--- src/rtl/mdu_seq_ctrl.sv ---
// Iterative RV32M multiply/divide sequencer: one result bit per cycle over WORD_WIDTH iterations.
// Optional macro MDU_EARLY_OUT_EN: divide-by-zero and signed overflow finish straight from IDLE.
module mdu_seq_ctrl #(
    parameter int WORD_WIDTH = 32
) (
    input  logic                  clk,
    input  logic                  rst_n,
    input  logic                  start_i,
    input  logic [2:0]            operator_i,
    input  logic [WORD_WIDTH-1:0] operand_a_i,
    input  logic [WORD_WIDTH-1:0] operand_b_i,
    input  logic                  kill_i,
    output logic                  stall_o,
    output logic                  busy_o,
    output logic                  valid_o,
    output logic [WORD_WIDTH-1:0] result_o
);
    // state | meaning
    // IDLE  | waiting for start_i; operands latched on acceptance
    // BUSY  | one shift-add / restoring-divide step per cycle, iter_cnt 0..31
    // DONE  | result_o freshly updated, valid_o pulses unless killed
    typedef enum logic [1:0] {IDLE, BUSY, DONE} state_t;

    localparam int         W         = WORD_WIDTH;
    localparam logic [4:0] LAST_ITER = 5'(W - 1);

    state_t           state_q, state_d;
    logic [4:0]       iter_cnt;
    logic [2:0]       op_q;
    logic [2*W-1:0]   acc_q, acc_nx;
    logic [W-1:0]     opnd_q;
    logic             neg_q, div_zero_q;
    logic [W-1:0]     result_q;
    logic             load, step, finish;

    logic             a_signed, b_signed, a_neg, b_neg, neg_in, div_zero_in;
    logic [W-1:0]     a_mag, b_mag;

    assign a_signed    = operator_i[2] ? ~operator_i[0] : (operator_i[1:0] != 2'b11);
    assign b_signed    = operator_i[2] ? ~operator_i[0] : ~operator_i[1];
    assign a_neg       = a_signed & operand_a_i[W-1];
    assign b_neg       = b_signed & operand_b_i[W-1];
    assign a_mag       = a_neg ? -operand_a_i : operand_a_i;
    assign b_mag       = b_neg ? -operand_b_i : operand_b_i;
    assign div_zero_in = operator_i[2] & (operand_b_i == '0);
    // Remainder follows the dividend sign; product and quotient follow the sign difference.
    assign neg_in      = (operator_i[2] & operator_i[1]) ? a_neg : (a_neg ^ b_neg);

`ifdef MDU_EARLY_OUT_EN
    logic         ovf_in, early_hit, early_done;
    logic [W-1:0] early_res;

    assign ovf_in    = operator_i[2] & ~operator_i[0] &
                       (operand_a_i == {1'b1, {(W-1){1'b0}}}) & (operand_b_i == '1);
    assign early_hit = div_zero_in | ovf_in;
    assign early_res = operator_i[1] ? (div_zero_in ? operand_a_i : '0)
                                     : (div_zero_in ? '1 : operand_a_i);
`endif

    logic [W:0]     mul_sum, rem_shift, trial;
    logic           q_bit;
    logic [2*W-1:0] prod;
    logic [W-1:0]   quo, rem, final_res;

    always_comb begin
        mul_sum   = {1'b0, acc_q[2*W-1:W]} + (acc_q[0] ? {1'b0, opnd_q} : '0);
        rem_shift = {acc_q[2*W-1:W], acc_q[W-1]};
        trial     = rem_shift - {1'b0, opnd_q};
        q_bit     = ~trial[W];
        if (op_q[2])
            acc_nx = {(q_bit ? trial[W-1:0] : rem_shift[W-1:0]), acc_q[W-2:0], q_bit};
        else
            acc_nx = {mul_sum, acc_q[W-1:1]};

        prod = neg_q ? -acc_nx : acc_nx;
        quo  = acc_nx[W-1:0];
        rem  = acc_nx[2*W-1:W];
        if (!op_q[2])
            final_res = (op_q[1:0] == 2'b00) ? prod[W-1:0] : prod[2*W-1:W];
        else if (op_q[1])
            final_res = neg_q ? -rem : rem;
        else if (div_zero_q)
            final_res = '1;
        else
            final_res = neg_q ? -quo : quo;
    end

    always_ff @(posedge clk or negedge rst_n) begin
        if (!rst_n) state_q <= IDLE;
        else        state_q <= state_d;
    end

    always_comb begin
        state_d = state_q;
        load    = 1'b0;
        step    = 1'b0;
        finish  = 1'b0;
`ifdef MDU_EARLY_OUT_EN
        early_done = 1'b0;
`endif
        case (state_q)
            IDLE: begin
                if (start_i && !kill_i) begin
`ifdef MDU_EARLY_OUT_EN
                    if (early_hit) begin
                        state_d    = DONE;
                        early_done = 1'b1;
                    end else begin
                        state_d = BUSY;
                        load    = 1'b1;
                    end
`else
                    state_d = BUSY;
                    load    = 1'b1;
`endif
                end
            end
            BUSY: begin
                if (kill_i) begin
                    state_d = IDLE;
                end else begin
                    step = 1'b1;
                    if (iter_cnt == LAST_ITER) begin
                        state_d = DONE;
                        finish  = 1'b1;
                    end
                end
            end
            DONE:    state_d = IDLE;
            default: state_d = IDLE;
        endcase
    end

    always_ff @(posedge clk or negedge rst_n) begin
        if (!rst_n) begin
            iter_cnt   <= '0;
            op_q       <= '0;
            acc_q      <= '0;
            opnd_q     <= '0;
            neg_q      <= 1'b0;
            div_zero_q <= 1'b0;
            result_q   <= '0;
        end else begin
            if (load) begin
                iter_cnt   <= '0;
                op_q       <= operator_i;
                acc_q      <= {{W{1'b0}}, (operator_i[2] ? a_mag : b_mag)};
                opnd_q     <= operator_i[2] ? b_mag : a_mag;
                neg_q      <= neg_in;
                div_zero_q <= div_zero_in;
            end else if (step) begin
                iter_cnt <= iter_cnt + 5'd1;
                acc_q    <= acc_nx;
            end
            if (finish)
                result_q <= final_res;
`ifdef MDU_EARLY_OUT_EN
            else if (early_done)
                result_q <= early_res;
`endif
        end
    end

    assign busy_o   = (state_q != IDLE);
    assign valid_o  = (state_q == DONE) && !kill_i;
    assign stall_o  = ((state_q == IDLE) && start_i && !kill_i) || (state_q == BUSY);
    assign result_o = result_q;

endmodule

--- config.mk ---
export PLATFORM = sky130hd
export DESIGN_NAME = mdu_seq_ctrl
export DESIGN_NICKNAME = d
export VERILOG_FILES = /design/src/rtl/mdu_seq_ctrl.sv
export SDC_FILE = /design/constraint.sdc
export NUM_CORES = 1
export LEC_CHECK = 0
export BUFFER_PORTS_ARGS = -buffer_cell sky130_fd_sc_hd__buf_2
export CAP_MARGIN = 20
export CORE_MARGIN = 2
export CORE_UTILIZATION = 40
export DETAILED_ROUTE_END_ITERATION = 6
export HOLD_SLACK_MARGIN = 0.06
export PLACE_DENSITY_LB_ADDON = 0.12
export SYNTH_ARGS = -nofsm -noshare
export SYNTH_HDL_FRONTEND = slang
export SYNTH_SLANG_ARGS = --single-unit
--- constraint.sdc ---
create_clock -name clk -period 14.9 [get_ports clk]
set_input_delay 1.49 -clock clk [delete_from_list [all_inputs] [get_ports clk]]
set_output_delay 1.49 -clock clk [all_outputs]
set_load 0.05 [all_outputs]
## Yosys cells after proc, flatten, opt, wreduce, memory -nomap -nowiden

Index checks and enable logic that the tools add are counted.

| word-level totals | value |
|---|---|
| register bits after elaboration | 140 |
| bits in writable memories | 0 |
| logic and storage cells | 74 |
| latch bits | 0 |
| memories kept | 0 |
| bits in read-only memories | 0 |

| operators by class | value |
|---|---|
| divide/modulo/power cells | 0 |
| eq/ne operators | 6 |
| reduce and logical (&&, ||, !) cells | 12 |
| $lt $le $gt $ge | 0 |
| mux-type cells | 32 |
| shift operators | 0 |
| bitwise logic cells | 8 |
| add/sub/neg operators | 8 |
| multiply operators | 0 |

Operator list:

| operator | count |
|---|---|
| $mux W32 | 12 |
| $mux W64 | 4 |
| $neg A32 Y32 | 4 |
| $neg A64 Y64 | 1 |
| $add A32 B32 Y33 | 1 |
| $sub A33 B32 Y33 | 1 |
| $logic_not A32 Y1 | 1 |
| $mux W1 | 10 |
| $mux W5 | 2 |
| $mux W2 | 3 |
| $add A5 B1 Y5 const B | 1 |
| $eq A5 B5 Y1 const B | 1 |
| $and A1 B1 Y1 | 4 |
| $logic_and A1 B1 Y1 | 4 |
| $logic_not A2 Y1 | 2 |
| $ne A2 B2 Y1 const B | 2 |
| $pmux W2 S2 | 1 |
| $reduce_bool A2 Y1 | 2 |
| $ne A3 B3 Y1 const B | 1 |
| $not A1 Y1 | 3 |
| $eq A2 B1 Y1 const B | 1 |
| $eq A2 B2 Y1 const B | 1 |
| $reduce_and A2 Y1 | 1 |
| $logic_not A1 Y1 | 1 |
| 2 further kinds | 2 |

## Logic depth before layout (Yosys ltp)

| depth | value |
|---|---|
| word-level depth | 8 |
| mapped depth | 26 |
| mapped depth without buffers | 23 |

## Least setup slack after synthesis

No wires, ideal clock.

| path | value |
|---|---|
| path type | register -> register |
| start | register acc_q[31] |
| end | register result_q[14] (netlist: result_o[14]) |
| stages on the path, launching flop included | 26 |
| library setup time | 126 ps |
| path buffers | 3 |
| required time | 14774 ps |
| arrival | 5687 ps |
| slack | 9087 ps |
| cells stage by stage | dfrtp_1 > inv_1 > ha_1 > inv_1 > fa_1 > a211oi_1 > o211ai_2 > nand4_4 > a211oi_4 > o21ai_1 > buf_2 > buf_2 > buf_2 > a31oi_1 > ha_1 > nor3b_1 > o221a_2 > nand3_1 > or3_1 > or2_2 > nor3_1 > nand2_1 > o31ai_2 > and3_1 > o31ai_1 > a221o_1 |

| on the way | value |
|---|---|
| longest elaborated chain between the ends | 8 |
| elaborated cells between the ends (all ways) | 14 |
| classes of those cells | 4 x add/sub; 9 x mux; 1 x bitwise |

Ends and longest elaborated chain:

| what | RTL line | text |
|---|---|---|
| from (decl) | 30 | `logic [2*W-1:0] acc_q, acc_nx;` |
| from (signal assigned) | 147 | `acc_q <= {{W{1'b0}}, (operator_i[2] ? a_mag : b_mag)};` |
| from (signal assigned) | 153 | `acc_q <= acc_nx;` |
| branches (longest 2 deep; another with $sub A33 B32 Y33) | - |  |
| $mux W64 (*) | 70 | `if (op_q[2])` |
| $neg A32 Y32 | 85 | `final_res = neg_q ? -quo : quo;` |
| $mux W32 | 85 |  |
| $mux W32 | 82 | `else if (div_zero_q)` |
| $mux W32 | 80 | `else if (op_q[1])` |
| $mux W32 (*) | 78 | `if (!op_q[2])` |
| to (signal assigned) | 156 | `result_q <= final_res;` |
| to (decl) | 33 | `logic [W-1:0] result_q;` |

Every way passes the cells marked *.
A chain may end at the register's enable or synchronous reset.

## Worst setup path in the final report

| path | value |
|---|---|
| start | register acc_q[31] |
| end | register result_q[30] (netlist: result_o[30]) |

The elaborated chain is that of the path after synthesis.

==> flow_metrics.tcl <==
set metrics [dict create \
    final_max_slew_viol_count 0 \
    switchingPower_mw 2.140 \
    crit_required_ns 15.23 \
    r2r_cells 23 \
    synthFlopType "dfrtp_1" \
    use_met1 0.4425 \
    cts_resized 0 \
    grt_pass1_wl_um 100200 \
    power.density_nw_per_um2 215.3 \
    switching_share 0.5705 \
    wire_per_inst_um 24.61 \
    clockBufferDepth 2 \
    stdcell_count 2716 \
    hold_depth 1 \
    dieArea_um2 41350 \
    status "completed" \
    hold_path_class "flop to flop" \
    coreArea_um2 39460 \
    finish.utilization 0.4415 \
    pwr-share-comb 0.719 \
    async_flop_share 1.000 \
    worstPathArrival_ns 6.85 \
    grt_max_degree 100 \
    via_count 17136 \
    viasPerCell 6.309 \
    io_pins 106 \
    avgSynthCellArea_um2 7.390 \
    r2r_start "acc_q[31]" \
    drcViolationCount 0 \
    cap_viol_max_count 0 \
    overflow 0 \
    rsz0062_at_grt "no" \
    ant_nets 0 \
    cts_buffers 17 \
    hold_buffers 0 \
    place_congestion 0.9895 \
    seqPwrFrac 0.160 \
    yosysSeqAreaShare 0.2204 \
    synth_edf_count 0 \
    num_antenna_cells 0 \
    drt-initial-drc-count 2010 \
    hold_viol 0 \
    p_leak_nw 7.218 \
    ys_warn_count 0 \
    path_max_fanout 9 \
    grtUsageTotal 0.3215 \
    power.share.clock 0.120 \
    max_freq_mhz 153.4 \
    vdd_drop_max_mv 0.1267 \
    clkLatencyLatePin_ns 0.47 \
    clk_pin_slew_ns 0.07 \
    fin_crit_sh 0.4376 \
    dpl.hpwl_um 51540 \
    skew_ns 0.01489 \
    layout.nets 2321 \
    area_growth_pct 9.596 \
    grt_pass1_vias 15778 \
    dp.cells 2684 \
    die_h_um 203.3 \
    cts_tree "built" \
    wl_um 66850 \
    cts_root_buf "clkbuf_16" \
    busiest_layer "met2" \
    min_to "result_o[6]" \
    r2r_slack_ns 8.38 \
    cts_sinks 140 \
    p_int_mw 1.611 \
    placementRows 73 \
    ctsHtreeMaxLevel 4 \
    antenna_found_initial 2 \
    setup_violations 0 \
    synth_fp_nets 2294 \
    grtUsageMet3 0.03707 \
    end_kind "flop" \
    syn_area_um2 15900 \
    dpl-instance-area_um2 16820 \
    slew_headroom 0.2892 \
    syn_inst 2151 \
    hold_start "result_o[6]" \
    start_util 0.4028 \
    tns_ns 0 \
    start_kind "flop" \
    period_needed_ns 6.521 \
    nFillCells 4166 \
    tightest_slew_ns 1.058 \
    synth_seq_cells 140 \
    r2r_end "result_o[30]" \
    drive_gt1_frac 0.1114 \
    met2_usage 0.4985 \
    design_area_um2 17420 \
    die_w_um 203.3 \
    drtPass1Iterations 6 \
    synth_cell_type_count 97 \
    critPathKind "flop to flop" \
    port_buffers 105 \
    cts_setup_buffers 0 \
]
==> final cells by class <==
| class | instances | area [µm²] | share of cell area |
|---|---|---|---|
| Multi-Input combinational cell | 1812 | 11610 | 0.6664 |
| Sequential cell | 140 | 3508 | 0.2014 |
| Inverter | 66 | 247.7 | 0.01422 |
| Timing Repair Buffer | 141 | 802.0 | 0.04604 |
| Tap cell | 525 | 656.9 | 0.03771 |
| Clock buffer | 17 | 425.4 | 0.02442 |
| Clock inverter | 15 | 171.4 | 0.009840 |
==> state kept, by name (all words and copies together), names as in the netlist <==
signal / count
neg_q: 1
op_q: 3
iter_cnt: 5
div_zero_q: 1
state_q: 2
acc_q: 64
opnd_q: 32
result_o: 32
==> cell families (layout without fill, tap and decap cells) <==
family,Yosys count,count (layout),synth area share
AOI/OAI and AO/OA,776,776,0.3206
xor gates and xnor gates,165,165,0.09092
adders and majority gates,72,72,0.05762
buffers and inverters,199,239,0.05006
DFF,140,140,0.2204
muxes,43,43,0.02747
and+or+nand+nor,756,756,0.2329
==> worst max path at each step <==
stage	from	to	slack [ns]	cells after the start
CTS	acc_q[31]	result_o[30]	8.48	23
global route	acc_q[31]	result_o[30]	7.75	23
global placement	acc_q[31]	result_o[14]	8.63	23
detailed placement	acc_q[31]	result_o[30]	8.49	23
floorplan	acc_q[31]	result_o[14]	9.09	25
finish	acc_q[31]	result_o[30]	8.38	23
==> synth_stat cells (11+ instances only) <==
cell	count	area, µm²
dfrtp_1	140	3503
o21a_1	15	112.6
a31oi_1	35	219.0
nand2_1	258	968.4
buf_2	18	90.09
a21o_1	29	217.7
mux2i_1	38	380.4
or3_1	17	106.4
a22o_1	12	105.1
o21ai_0	206	1031
or2_2	15	93.84
nor2b_1	11	68.82
o31ai_1	28	210.2
o211ai_1	77	578.1
nand3_1	43	215.2
nor4_1	20	125.1
nand4_1	25	156.4
nor3_1	53	265.3
and3_1	11	68.82
and4_1	15	131.4
inv_1	64	240.2
nor2_1	173	649.4
a21oi_1	183	915.9
clkbuf_1	99	371.6
and2_1	49	306.5
nand2b_1	18	112.6
xor2_1	64	560.5
xnor2_1	101	884.6
ha_1	70	875.8
a211oi_1	26	195.2
==> stage by stage <==
| stage | total power [mW] | hold WS (ns) | setup WS, ns |
|---|---|---|---|
| 5_1_grt | 3.968 | 0.4981 | 7.746 |
| 3_3_place_gp | 3.206 | 0.4569 | 8.635 |
| 4_1_cts | 3.682 | 0.4761 | 8.475 |
| 2_1_floorplan | 2.361 | 0.4629 | 9.087 |
| 6_report | 3.751 | 0.4711 | 8.379 |
| 3_5_place_dp | 3.219 | 0.4606 | 8.491 |
==> worst max-delay path, stage by stage, from the launching register on <==
cell	delay, ns
dfrtp_1	0.46
inv_1	0.07
ha_1	0.21
inv_1	0.07
fa_1	0.25
a211oi_1	0.12
o211ai_2	0.28
nand4_4	0.21
a211oi_4	0.50
o21ai_2	0.10
a31oi_1	0.19
buf_4	0.21
ha_1	0.19
nor3b_1	0.25
o221a_2	0.25
nand3_1	0.15
or3_1	0.49
or2_2	0.36
nor3_1	0.61
nand2_1	0.14
o31ai_2	0.61
a311oi_1	0.20
o41ai_1	0.31
o211ai_1	0.13
==> cells in the final DEF, fill, tap and decap left out, drive strengths merged, types with 15 or more instances in the layout <==
cell    instances
or3            20
a21o           29
a31oi          35
o21ai         213
mux2i          38
xor2           64
inv            73
nand2         258
and4           15
nand2b         18
o21a           15
xnor2         101
nor2          175
ha             70
a21oi         184
o31ai          31
buf           141
o211ai         80
nand3          44
dfrtp         140
nand4          27
nor4           21
and2           49
clkbuf         17
nor3           55
or2            16
a211oi         27
==> per-layer routing <==
| layer | wire [µm] | vias to the layer above |
|---|---|---|
| li1 | - | 8011 |
| met4 | 3269 | 0 |
| met5 | 0 | - |
| met1 | 29550 | 8246 |
| met3 | 4570 | 124 |
| met2 | 29460 | 755 |
==> power by group through the flow <==
stage          Sequential [mW]  Clock, mW  Combinational (mW)
2_1_floorplan            0.548          0                1.81
3_3_place_gp             0.599          0                2.61
3_5_place_dp             0.605          0                2.61
4_1_cts                  0.598      0.457                2.63
5_1_grt                  0.615      0.471                2.88
6_report                 0.601      0.452                2.70
No activity file was read; power rests on OpenSTA's default activity.
